### src/rtl/cmd_mem_writer_mc.sv
// Multi-channel pulse-command memory writer: stages one command record per WR and writes it into
// the selected channel's circular region of an external RAM, with an "empty" sentinel sweep on reset/CLR_ALL.
module cmd_mem_writer_mc #(
    parameter  int N_CH   = 2,
    parameter  int ADDR_W = 7,
    parameter  int FREQ_W = 48,
    parameter  int TIME_W = 64,
    localparam int CH_W   = (N_CH > 1) ? $clog2(N_CH) : 1,
    localparam int REC_W  = TIME_W + 2*FREQ_W + 178,
    localparam int AW     = CH_W + ADDR_W
) (
    input  logic                       CLK,
    input  logic                       rst,
    input  logic [FREQ_W-1:0]          FREQ,
    input  logic [FREQ_W-1:0]          FREQ_STEP,
    input  logic [31:0]                FREQ_RATE,
    input  logic [TIME_W-1:0]          TIME_START,
    input  logic [15:0]                N_impulse,
    input  logic [1:0]                 TYPE_impulse,
    input  logic [31:0]                Interval_Ti,
    input  logic [31:0]                Interval_Tp,
    input  logic [31:0]                Tblank1,
    input  logic [31:0]                Tblank2,
    input  logic [CH_W-1:0]            CH_SEL,
    input  logic                       WR,
    input  logic                       CLR_ALL,
    input  logic [N_CH-1:0]            RELEASE,
    output logic                       busy,
    output logic                       wr_ack,
    output logic                       wr_err,
    output logic [N_CH-1:0]            full,
    output logic [N_CH*(ADDR_W+1)-1:0] count,
    output logic                       mem_wren,
    output logic [AW-1:0]              mem_addr,
    output logic [REC_W-1:0]           mem_data
);

    localparam logic [AW-1:0]     LAST_CLR = AW'(N_CH * (2**ADDR_W) - 1);
    localparam logic [ADDR_W:0]   DEPTH    = (ADDR_W+1)'(2**ADDR_W);
    localparam logic [REC_W-1:0]  SENTINEL = {{TIME_W{1'b1}}, {(REC_W-TIME_W){1'b0}}};

    typedef enum logic [1:0] {S_CLEAR, S_IDLE, S_WRITE} state_t;

    state_t              r_state, w_state_nxt;
    logic [AW-1:0]       r_clr_addr;
    logic [ADDR_W-1:0]   r_wr_ptr [N_CH];
    logic [ADDR_W-1:0]   r_rd_ptr [N_CH];
    logic [ADDR_W:0]     r_count  [N_CH];
    logic [ADDR_W:0]     w_cnt_nxt[N_CH];
    logic [N_CH-1:0]     r_full;
    logic [N_CH-1:0]     w_inc, w_dec;
    logic [REC_W-1:0]    r_stage, w_rec;
    logic [CH_W-1:0]     r_stage_ch;
    logic                r_mem_wren, r_wr_ack, r_wr_err;
    logic [AW-1:0]       r_mem_addr;
    logic [REC_W-1:0]    r_mem_data;
    logic                w_ch_valid, w_ch_full, w_accept, w_reject, w_clr_start, w_clr_done;

    assign w_rec = {TIME_START, FREQ, FREQ_STEP, FREQ_RATE, N_impulse, TYPE_impulse,
                    Interval_Ti, Interval_Tp, Tblank1, Tblank2};

    always_ff @(posedge CLK or posedge rst) begin
        if (rst) r_state <= S_CLEAR;
        else     r_state <= w_state_nxt;
    end

    always_comb begin
        w_state_nxt = r_state;
        w_accept    = 1'b0;
        w_reject    = 1'b0;
        w_clr_start = 1'b0;
        w_clr_done  = (r_clr_addr == LAST_CLR);
        w_ch_valid  = (int'(CH_SEL) < N_CH);
        w_ch_full   = w_ch_valid ? r_full[CH_SEL] : 1'b1;
        case (r_state)
            S_CLEAR: begin
                w_reject = WR;
                if (w_clr_done) w_state_nxt = S_IDLE;
            end
            S_IDLE: begin
                if (CLR_ALL) begin
                    w_clr_start = 1'b1;
                    w_reject    = WR;
                    w_state_nxt = S_CLEAR;
                end else if (WR) begin
                    if (w_ch_valid && !w_ch_full) begin
                        w_accept    = 1'b1;
                        w_state_nxt = S_WRITE;
                    end else begin
                        w_reject = 1'b1;
                    end
                end
            end
            S_WRITE: begin
                w_reject    = WR;
                w_state_nxt = S_IDLE;
            end
            default: w_state_nxt = S_CLEAR;
        endcase
    end

    // A completing write and a RELEASE on the same channel cancel in the count.
    always_comb begin
        for (int c = 0; c < N_CH; c++) begin
            w_inc[c]     = (r_state == S_WRITE) && (r_stage_ch == CH_W'(c));
            w_dec[c]     = RELEASE[c] && (r_state != S_CLEAR) && (r_count[c] != '0);
            w_cnt_nxt[c] = r_count[c] + (ADDR_W+1)'(w_inc[c]) - (ADDR_W+1)'(w_dec[c]);
        end
    end

    always_ff @(posedge CLK or posedge rst) begin
        if (rst) begin
            r_clr_addr <= '0;
            r_mem_wren <= 1'b0;
            r_mem_addr <= '0;
            r_mem_data <= '0;
            r_wr_ack   <= 1'b0;
            r_wr_err   <= 1'b0;
            r_stage    <= '0;
            r_stage_ch <= '0;
            r_full     <= '0;
            for (int c = 0; c < N_CH; c++) begin
                r_wr_ptr[c] <= '0;
                r_rd_ptr[c] <= '0;
                r_count[c]  <= '0;
            end
        end else begin
            r_mem_wren <= 1'b0;
            r_wr_ack   <= 1'b0;
            r_wr_err   <= w_reject;
            if (w_accept) begin
                r_stage    <= w_rec;
                r_stage_ch <= CH_SEL;
            end
            case (r_state)
                S_CLEAR: begin
                    r_mem_wren <= 1'b1;
                    r_mem_addr <= r_clr_addr;
                    r_mem_data <= SENTINEL;
                    r_clr_addr <= w_clr_done ? '0 : r_clr_addr + 1'b1;
                end
                S_WRITE: begin
                    r_mem_wren <= 1'b1;
                    r_wr_ack   <= 1'b1;
                    r_mem_addr <= {r_stage_ch, r_wr_ptr[r_stage_ch]};
                    r_mem_data <= r_stage;
                end
                default: ;
            endcase
            if (w_clr_start) begin
                r_clr_addr <= '0;
                r_full     <= '0;
                for (int c = 0; c < N_CH; c++) begin
                    r_wr_ptr[c] <= '0;
                    r_rd_ptr[c] <= '0;
                    r_count[c]  <= '0;
                end
            end else begin
                for (int c = 0; c < N_CH; c++) begin
                    if (w_inc[c]) r_wr_ptr[c] <= r_wr_ptr[c] + 1'b1;
                    if (w_dec[c]) r_rd_ptr[c] <= r_rd_ptr[c] + 1'b1;
                    r_count[c] <= w_cnt_nxt[c];
                    r_full[c]  <= (w_cnt_nxt[c] == DEPTH);
                end
            end
        end
    end

    always_comb begin
        count = '0;
        for (int c = 0; c < N_CH; c++) count[c*(ADDR_W+1) +: ADDR_W+1] = r_count[c];
    end

    assign busy     = (r_state != S_IDLE);
    assign full     = r_full;
    assign wr_ack   = r_wr_ack;
    assign wr_err   = r_wr_err;
    assign mem_wren = r_mem_wren;
    assign mem_addr = r_mem_addr;
    assign mem_data = r_mem_data;

endmodule
### config.mk
export PLATFORM = sky130hd
export DESIGN_NAME = cmd_mem_writer_mc
export DESIGN_NICKNAME = d
export VERILOG_FILES = /design/src/rtl/cmd_mem_writer_mc.sv
export SDC_FILE = /design/constraint.sdc
export NUM_CORES = 1
export LEC_CHECK = 0
export ABC_AREA = 1
export CAP_MARGIN = 0
export CORE_UTILIZATION = 25
export CTS_CLUSTER_SIZE = 8
export DETAILED_ROUTE_END_ITERATION = 6
export DONT_BUFFER_PORTS = 1
export SKIP_LAST_GASP = 1
export SLEW_MARGIN = 20
export SYNTH_ARGS = -nofsm -noshare
export SYNTH_HDL_FRONTEND = slang
export SYNTH_SLANG_ARGS = --single-unit
### constraint.sdc
create_clock -name CLK -period 38.6 [get_ports CLK]
set_input_delay 3.86 -clock CLK [delete_from_list [all_inputs] [get_ports CLK]]
set_output_delay 3.86 -clock CLK [all_outputs]
set_load 0.1 [all_outputs]
==> impl_summary.log <==
[metrics] result of the run: complete, no violations
[metrics] number of synthesized register bits: 730
[metrics] Clock power frac: slightly below 30%
[metrics] drt first-iter violations: roughly 1100
[metrics] crit path launch type: primary input
[metrics] part of the power in combinational logic: 18.5%
[metrics] deepest clock path buffer count: 3
[metrics] number of buffers inserted by port buffering: 0
[metrics] ratio of final minimum period to clock period: roughly 17%
[metrics] final setup violating endpoints: 0
[metrics] Avg Cell Area, Syn: roughly 10 sq um
[metrics] Skew-Pair Late Insertion Delay: about 650 ps
[metrics] x dimension of the die: 338 um
[metrics] number of remaining DRC errors: 0
[metrics] Max Cap Violations: 0
[metrics] total core area: ~0.11 sq mm
[metrics] top-level port count: 713
[metrics] CP Capture Type: flop
[metrics] Avg Vias per Cell: roughly 4.3
[metrics] Resized cells post-CTS: 0
[metrics] DP HPWL: between 50 and 60 mm
[metrics] final critical-path required period: about 6400 ps
[metrics] RSZ-0062 raised after global routing: false
[metrics] final layout net count: approximately 3200
[metrics] final worst clock skew: between 20 and 25 ps
[metrics] register area share after synthesis: around two thirds
[metrics] Routed wire per std cell: around 17 um
[metrics] clock root buffer: sky130_fd_sc_hd__clkbuf_16
[metrics] number of nets produced by synthesis: roughly 3200
[metrics] Yosys cell types: 38
[metrics] classification of the worst setup path: in -> reg
[metrics] count of final hold-check violations: 0
[metrics] count of standard-cell rows: approximately 120
[metrics] relative slew slack: 24.1%
[metrics] y dimension of the die: 338 um
[metrics] slew at the pin closest to its max-slew limit: around 1100 ps
[metrics] Antenna Nets Post-Route: 0
[metrics] vias post-DR: roughly 19000
[metrics] postcts setup bufs: 0
[metrics] number of enable-type register cells in the synthesized netlist: 0
[metrics] length of the first detailed-routing pass in iterations: 5
[metrics] internal power summed over all cells: roughly 1.6 mW
[metrics] data arrival at the endpoint of the critical path: 6980 ps
[metrics] power density over the cells: approximately 86 mW/mm^2
[metrics] first-pass GRT wire length: 112 mm
[metrics] number of hold buffers added after cts: 0
[metrics] clock tree from TritonCTS: built
[metrics] sequential power share: about 53%
[metrics] vias in the first global route: ~19000
[metrics] warnings from Yosys: 0
[metrics] final sum of negative setup slack: 0 ps
[metrics] Total Power Consumption: ~2.7 mW
[metrics] Mapped Area: approximately 0.028 sq mm
[metrics] initial antenna violation count: 3
[metrics] CTS sink count: 730
[metrics] final-report max-slew violation count: 0
[metrics] CP Max Fanout: 232
[metrics] type of the most critical hold path: reg -> reg
[metrics] dominant synthesized flop cell: sky130_fd_sc_hd__dfrtp_1
[metrics] die outline area: roughly 0.11 sq mm
[metrics] pin count of the biggest net entering global routing: approximately 230
[metrics] worst supply voltage drop on vdd: between 0.04 and 0.05 mV
[metrics] post-synthesis async set-or-reset flop share: 100%
[metrics] maximum achievable frequency: ~160 MHz
[metrics] Congestion Overflow GR: 0
[metrics] wire length reported by the detailed router: between 70 and 80 mm
[metrics] Global Route Usage Sum: 12.6%
[metrics] CP required: roughly 39000 ps
[metrics] Clock transition at path regs: 50 ps
[metrics] share of final-layout standard cells stronger than drive strength 1: approximately 5.3%
[metrics] utilization after layout: between 20 and 30%
[metrics] initial core utilization: around 25%
[metrics] Syn Inst Count: between 2000 and 3000
[metrics] RD Place Congestion: 0.807
[metrics] switching power: 1.11 mW
[metrics] number of buffers inserted during clock tree synthesis: ~100
[metrics] maximum level of the CTS H-tree: 3
[metrics] static power due to leakage: ~15 nW
[metrics] area added between synthesis and finish: 13.7%
[metrics] net switching share of the total power: 40.4%
==> cell families (layout without fill, tap and decap cells) <==
| logic type | after synthesis | after routing | synth area share (%) |
|---|---|---|---|
| AO/OA/AOI/OAI | 669 | 669 | 12.8 |
| flip-flops | 730 | 730 | 64.7 |
| other | 0 | 1 | 0 |
| adder cells (fa/ha/maj) | 27 | 27 | 1.25 |
| AND/OR/NAND/NOR | 935 | 935 | 12.8 |
| buffers and inverters | 503 | 485 | 8.17 |
| XOR/XNOR | 6 | 6 | 0.186 |
==> layout by cell type, fill, tap and decap left out, drive strengths merged, types with 4 or more instances in the layout <==
cell    instances
nor2           55
ha             25
clkbuf        112
dfrtp         730
buf            19
a31oi           4
clkinv          4
nor3            9
o21ai         559
a21oi          29
inv           350
o22ai           5
nand2         836
nand3          28
a22oi           4
o22a           64
==> through the flow <==
step | worst slack [ps] | hold WS, ps | area, sq um | instances
2_1_floorplan | 14260 | 450 | 28200 | 2870
6_report | 32170 | 478 | 32100 | 4341
4_1_cts | 32290 | 480 | 32100 | 4340
3_5_place_dp | 31570 | 466 | 29300 | 4222
5_1_grt | 31880 | 498 | 32100 | 4340
3_3_place_gp | 31610 | 462 | 29300 | 4222
==> cell type report <==
type	instances	area, sq um
fill	11600	79200
clock buffer	112	2670
sequential	730	18300
antenna	1	2.50
clock inverter	6	96.3
multi-input combinational	1637	7660
inverter	348	1330
timing repair buffer	19	196
tap	1488	1860
==> path summary, 6_finish.rpt <==
kind                         startpoint           end  slack, ps  cells after the start
min in group asynchronous           rst  r_stage[247]       3120                      1
max                              CH_SEL  r_stage[218]      32170                     10
max in group asynchronous           rst    r_state[0]      32310                      4
min reg2reg                r_stage[292]  r_stage[292]        480                      2
max reg2reg                  r_state[0]  r_stage[218]      34040                     10
min                        r_stage[292]  r_stage[292]        480                      2
==> registers in the layout (all words and copies together), names as in the netlist, 2 cells and up <==
register and flops:
mem_data 338, r_stage 338, count 16, r_wr_ptr 14, mem_addr 8, r_clr_addr 8
full 2, r_state 2
==> routing by layer <==
layer | routed length (um) | global-route usage, %
met1 | 29800 | 14.9
met2 | 36500 | 20.7
met3 | 6380 | 4.54
met4 | 2380 | 4.99
met5 | 35 | 0
==> power groups by stage <==
stage	logic [mW]	clock network, mW	registers [mW]
after floorplan	0.412	0	1.42
after global placement	0.498	0	1.45
after detailed placement	0.510	0	1.46
after CTS	0.514	0.821	1.45
after global routing	0.589	0.850	1.47
final	0.508	0.795	1.45
==> Yosys cell counts (all sizes together), types with 2 or more instances <==
cell	number	area (sq um)
o22ai	5	31.3
o21ai	559	2800
fa	2	40.0
nand3	28	158
nand2	836	3140
nand4	3	18.8
xnor2	3	26.3
nand3b	2	15.0
a31oi	4	25.0
xor2	3	26.3
dfrtp	730	18300
a21oi	29	145
a22oi	4	30.0
nor3	9	50.1
nor2	55	226
buf	81	718
clkbuf	74	279
ha	25	313
inv	348	1310
o22a	64	561
==> critical path: stages <==
cell,delay [ps]
sky130_fd_sc_hd__inv_1,30
sky130_fd_sc_hd__nand2_1,50
sky130_fd_sc_hd__nand2_1,130
sky130_fd_sc_hd__nor2_1,130
sky130_fd_sc_hd__nand2_2,150
sky130_fd_sc_hd__inv_16,540
sky130_fd_sc_hd__buf_4,790
sky130_fd_sc_hd__buf_4,790
sky130_fd_sc_hd__nand2_1,130
sky130_fd_sc_hd__o21ai_1,140
Power figures use the tool's default switching activity.
